File: config.mk
export PLATFORM = sky130hd
export DESIGN_NAME = instr_fetch_arbiter
export DESIGN_NICKNAME = d
export VERILOG_FILES = /design/src/rtl/instr_fetch_arbiter.sv
export SDC_FILE = /design/constraint.sdc
export NUM_CORES = 1
export LEC_CHECK = 0
export BUFFER_PORTS_ARGS = -buffer_cell sky130_fd_sc_hd__buf_2
export CAP_MARGIN = 25
export CORE_AREA = 2 2 69 71
export CTS_CLUSTER_DIAMETER = 40
export DETAILED_ROUTE_END_ITERATION = 10
export DIE_AREA = 0 0 71 73
export PLACE_DENSITY_LB_ADDON = 0.3
export SYNTH_ARGS = -nofsm -noshare
export SYNTH_HDL_FRONTEND = slang
export SYNTH_SLANG_ARGS = --single-unit
File: constraint.sdc
create_clock -name clk -period 1.65 [get_ports clk]
set_clock_uncertainty 0.1 [all_clocks]
set_input_delay 0.2475 -clock clk [delete_from_list [all_inputs] [get_ports clk]]
set_output_delay 0.2475 -clock clk [all_outputs]
set_load 0.01 [all_outputs]
File: src/rtl/instr_fetch_arbiter.sv
// Two-port arbiter in front of the single-port instruction ROM.
// Grants one request per cycle, with an anti-starvation boost for the debug port. Responses come back one cycle later.
module instr_fetch_arbiter #(
    parameter int unsigned ADDR_W   = 32,
    parameter int unsigned DEPTH    = 1024,
    parameter int unsigned MAX_WAIT = 4
) (
    input  logic                       clk,
    input  logic                       rst,
    input  logic                       req0_valid,
    input  logic [ADDR_W-1:0]          req0_addr,
    output logic                       req0_ready,
    output logic                       rsp0_valid,
    output logic [31:0]                rsp0_data,
    output logic                       rsp0_err,
    input  logic                       req1_valid,
    input  logic [ADDR_W-1:0]          req1_addr,
    output logic                       req1_ready,
    output logic                       rsp1_valid,
    output logic [31:0]                rsp1_data,
    output logic                       rsp1_err,
    output logic                       mem_en,
    output logic [$clog2(DEPTH)-1:0]   mem_addr,
    input  logic [31:0]                mem_rdata
);

    localparam int unsigned AW      = $clog2(DEPTH);
    localparam int unsigned WA_W    = ADDR_W - 2;
    localparam logic [3:0]  MAX_CNT = 4'(MAX_WAIT);

    typedef enum logic {
        CORE_PRI = 1'b0,
        DBG_PRI  = 1'b1
    } pri_e;

    pri_e              state_q, state_d;
    logic [3:0]        wait_cnt_q, wait_cnt_d;
    logic              inflight_q, inflight_d;
    logic              owner_q, owner_d;
    logic              err_q, err_d;
    logic [ADDR_W-1:0] sel_addr;
    logic              acc_err;

    // State, wait counter and in-flight response tracking
    always_ff @(posedge clk or posedge rst) begin
        if (rst) begin
            state_q    <= CORE_PRI;
            wait_cnt_q <= '0;
            inflight_q <= 1'b0;
            owner_q    <= 1'b0;
            err_q      <= 1'b0;
        end else begin
            state_q    <= state_d;
            wait_cnt_q <= wait_cnt_d;
            inflight_q <= inflight_d;
            owner_q    <= owner_d;
            err_q      <= err_d;
        end
    end

    // Grant, address check, ROM drive and next-state logic
    always_comb begin
        req0_ready = 1'b0;
        req1_ready = 1'b0;
        mem_en     = 1'b0;
        mem_addr   = '0;
        state_d    = state_q;
        wait_cnt_d = wait_cnt_q;
        inflight_d = 1'b0;
        owner_d    = 1'b0;
        err_d      = 1'b0;

        // No grants while reset is asserted; a lone request always wins
        if (!rst) begin
            if (state_q == DBG_PRI) begin
                req1_ready = req1_valid;
                req0_ready = req0_valid & ~req1_valid;
            end else begin
                req0_ready = req0_valid;
                req1_ready = req1_valid & ~req0_valid;
            end
        end

        sel_addr = req1_ready ? req1_addr : req0_addr;
        acc_err  = (sel_addr[1:0] != 2'b00) || (sel_addr[ADDR_W-1:2] >= WA_W'(DEPTH));

        if (req0_ready || req1_ready) begin
            inflight_d = 1'b1;
            owner_d    = req1_ready;
            err_d      = acc_err;
            if (!acc_err) begin
                mem_en   = 1'b1;
                mem_addr = sel_addr[AW+1:2];
            end
        end

        if (!req1_valid || req1_ready) begin
            wait_cnt_d = '0;
        end else if (wait_cnt_q != MAX_CNT) begin
            wait_cnt_d = wait_cnt_q + 4'd1;
        end

        // Boost port 1 as soon as its denied count reaches the limit
        if (state_q == CORE_PRI) begin
            if (wait_cnt_d == MAX_CNT) begin
                state_d = DBG_PRI;
            end
        end else begin
            if (req1_ready) begin
                state_d = CORE_PRI;
            end
        end
    end

    // Response steering: data is forced to zero unless a good response is presented
    always_comb begin
        rsp0_valid = inflight_q & ~owner_q;
        rsp1_valid = inflight_q & owner_q;
        rsp0_err   = rsp0_valid & err_q;
        rsp1_err   = rsp1_valid & err_q;
        rsp0_data  = (rsp0_valid && !err_q) ? mem_rdata : 32'h0;
        rsp1_data  = (rsp1_valid && !err_q) ? mem_rdata : 32'h0;
    end

endmodule
Word-level counts from Yosys, hierarchy flattened
Index checks and enable logic that the tools add are counted.
{ "classes": {"n_lt_le_gt_ge": 1, "addsub": 1, "muxes": 19, "bitwise_logic": 9, "n_eq_ne": 2, "n_reduce_logical": 8} }
{ "op_table": {"columns": ["cell", "n"], "rows": [
  ["$mux W32", 3],
  ["$ge A30 B11 Y1 const B", 1],
  ["$mux W10", 2],
  ["$mux W1", 12],
  ["$mux W4", 2],
  ["$and A1 B1 Y1", 6],
  ["$add A4 B1 Y4 const B", 1],
  ["$eq A4 B3 Y1 const B", 1],
  ["$ne A4 B3 Y1 const B", 1],
  ["$logic_or A1 B1 Y1", 3],
  ["$not A1 Y1", 3],
  ["$logic_and A1 B1 Y1", 2],
  ["$logic_not A1 Y1", 2],
  ["$reduce_bool A2 Y1", 1]
]} }
{ "word_totals": {"output_inout_bits": 81, "ff_bits": 8, "word_cells": 45, "input_bits": 100} }

Longest topological paths before layout
{ "logic_depth": {"ltp_word": 9, "depth_mapped": 6, "mapped_depth_nobuf": 6} }

Worst setup path after synthesis
No wires, ideal clock.
{ "synth_timing": {"kind": "input to output", "from": "in req0_addr[30]", "to": "out mem_addr[0]", "slack_ps": -145, "arrival_time_ps": 1447, "n_path_buf": 0, "cell_stages": 3, "path_cell_list": "or4_4 -> nor4_4 -> a22o_1"} }
{ "synth_between": {"elab_chain_len": 5} }
{ "synth_lines": {"columns": ["element", "line_no", "text"], "rows": [
  ["from (decl)", "11", "input logic [ADDR_W-1:0] req0_addr,"],
  ["$mux W32", "84", "sel_addr = req1_ready ? req1_addr : req0_addr;"],
  ["$ge A30 B11 Y1", "85", "acc_err = (sel_addr[1:0] != 2'b00) || (sel_addr[ADDR_W-1:2] >= WA_W'(DEPTH));"],
  ["$logic_or A1 B1 Y1", "85", null],
  ["$mux W10", "91", "if (!acc_err) begin"],
  ["$mux W10", "87", "if (req0_ready || req1_ready) begin"],
  ["to (decl)", "23", "output logic [$clog2(DEPTH)-1:0] mem_addr,"]
]} }
No other way between the ends.

Worst setup path after layout
{ "layout_timing": {"from": "in req0_addr[30]", "to": "out mem_addr[1]"} }
Same word-level chain as after synthesis.

==> impl_metrics.toml <==
[outcome]
status = "finished with violations"
violations = "setup timing"

[worst_hold_path]
min_to = "err_q$_DFF_PP0_"
worstHoldPathCells = 3
min_path_type = "in -> reg"
worstHoldStart = "rst"

[place]
post-place-cells = 395
postPlaceCellArea_um2 = 2190
dp_hpwl_um = 3820
io_buffers = 180
pre_cts_ws_ns = -0.327
gp_congestion = 0.799

[power]
swShare_pct = 30.8
clkPwrFrac_pct = 20.7
seqPwrFrac_pct = 22.1
p_int_w = 0.000740
leakagePower_nw = 1.64
power.density_nw_per_um2 = 355
combinationalPowerShare_pct = 57.1
switchingPower_w = 0.000329
ir_drop_mv = 0.276

[die]
coreArea_um2 = 4540
fp.dieH_um = 73
die_x_um = 71
die_area_um2 = 5180
rows = 25
pin_count = 181
initial_utilization_pct = 24.7

[route]
ant_nets = 0
firstDrtPassIters = 4
drtIter0Drc = 41
vias_per_cell = 4.75
vias = 1957
wl_per_cell_um = 14.8
wl_um = 6120
drc_errors = 0

[sta]
fmax_mhz = 514
finalHoldViolCount = 0
worst_pin_slew_ns = 0.466
slew_violations = 0
fin_crit_sh_pct = 118
slew_headroom_pct = 68.6
setup_ws_ns = -0.295
setup_viol = 75
timing.final.crit_period_ns = 1.95
rsz0062_at_grt = "true"

[clocking]
h-tree-depth = 1
clkSlewWorstSetupHoldPaths_ns = 0.04
cts_num_sinks = 8
cts_tree = "yes"
clk_latency_ns = 0.22
cts_buffers = 3
root_buffer = "clkbuf_8"
cts_max_path_buffers = 2

[critical_path]
start_kind = "primary input"
ff2ff_path_depth = 6
r2r_start = "wait_cnt_q[1]$_DFF_PP0_"
r2r_setup_slack_ns = 0.04
worstSetupEndpointType = "primary output"
worstReg2RegEnd = "state_q$_DFF_PP0_"
crit_arrival_ns = 1.60
crit_fanout = 10
setup.worst_path.class = "in -> out"
crit_start = "req0_addr[30]"
required_ns = 1.30

[layout]
layout_commonest_cell = "buf_2"
mostFrequentLayoutCells = "buf_2, buf_6, and2_4, buf_4"
fin_nets = 462
instances_no_fill = 412
final_layout_size_suffix_gt1_share_pct = 80.7
finish.instance_area_um2 = 3020
area_growth_pct = 169
diodes = 0
nFillCells = 352
postLayoutCoreUtil_pct = 66.5

[run]
maxCapViolations = 0

[global_routing]
track_usage_pct = 17.9
antenna_found_initial = 0
first_global_vias = 1579
grt_pass1_wl_um = 7430
grt_overflow = 0
grt_max_degree = 13

[yosys]
synth_area_leaders = "and2_1, dfrtp_1, a22o_1"
yosysSeqAreaShare_pct = 17.9
netlist_area_um2 = 1120
yosysTopAreaCellShare_pct = 36.9
async_flop_share_pct = 100
syn_avg_cell_area_um2 = 7.37
yosysTopAreaCell = "and2_1"
synthCells = 152
synth_warnings = 0
synth_edf_count = 0
ys.flop_type = "dfrtp_1"
synth.net_count = 254
ys_ff_latch = 8
synth_cell_types = 32
## cells in the mapped netlist, types with 2 or more instances
master,n
and2_1,66
a22o_1,10
nor2_1,10
nor4_1,10
dfrtp_1,8
inv_1,7
clkbuf_1,6
nor2b_1,5
nand2_1,3
a21oi_1,2
ha_1,2
nand4_1,2
o21ai_0,2
## routing by layer
layer / vias up / global-route usage (%) / share of wire (%)
met1: 896 / 19.7 / 34
met4: 0 / 3.98 / 1.4
met5: - / 0 / 0
met2: 115 / 34.0 / 56
li1: 936 / - / -
met3: 10 / 5.11 / 8.8
## worst max-delay path by stage
stage / endpoint / depth (start not counted)
finish: mem_addr[1] / 6
global placement: mem_addr[0] / 7
detailed placement: mem_addr[7] / 7
global route: mem_addr[1] / 7
CTS: mem_en / 5
floorplan: mem_addr[0] / 3
## power groups by stage
stage	clock, W	sequential, W	combinational (W)
2_1_floorplan	0	0.000235	0.000168
3_3_place_gp	0	0.000233	0.000409
3_5_place_dp	0	0.000235	0.000415
4_1_cts	0.000231	0.000234	0.000505
5_1_grt	0.000247	0.000240	0.000659
6_report	0.000222	0.000237	0.000611
## per-stage QoR
| step | total power (W) | TNS [ns] | hold WS, ns |
|---|---|---|---|
| after floorplan | 0.000403 | -1.50 | -0.0642 |
| after global placement | 0.000642 | -3.14 | 0.187 |
| after detailed placement | 0.000650 | -3.55 | 0.190 |
| after CTS | 0.000970 | -10.82 | 0.251 |
| after global routing | 0.00115 | -15.07 | 0.267 |
| final | 0.00107 | -10.40 | 0.255 |
## cells by family after synthesis
logic type               after synthesis  synth area share [%]
AO/OA/AOI/OAI                         19                  13.1
adder cells (fa/ha/maj)                2                  2.23
buffers and inverters                 15                  5.14
flip-flops                             8                  17.9
XOR/XNOR                               1                 0.782
AND/OR/NAND/NOR                      107                  60.9
## state kept, by name (all words and copies together), names as in the netlist
name        cells
wait_cnt_q      4
err_q           1
inflight_q      1
owner_q         1
state_q         1
## layout make-up
| type | instances | area, um^2 | area share (%) |
|---|---|---|---|
| timing repair buffer | 210 | 1590 | 52.8 |
| multi-input combinational | 129 | 1080 | 36.0 |
| sequential | 8 | 200 | 6.64 |
| tap | 54 | 67.6 | 2.24 |
| clock buffer | 3 | 41.3 | 1.37 |
| inverter | 8 | 30.0 | 0.996 |
## critical path, cell delays in order
cell and delay, ns:
buf_6 0.09, or4_4 0.55, nor4_4 0.28, buf_6 0.17
a22o_1 0.14, buf_2 0.12
## repair_timing
item	4_1_cts	5_1_grt
buffers inserted	3	5
pin swaps	45	28
resized for setup	63	97
cloned	7	0
setup endpoints to repair	76	77
hold buffers	1	0
endpoints found under the hold margin	8	0
(Power assumes the default switching activity.)
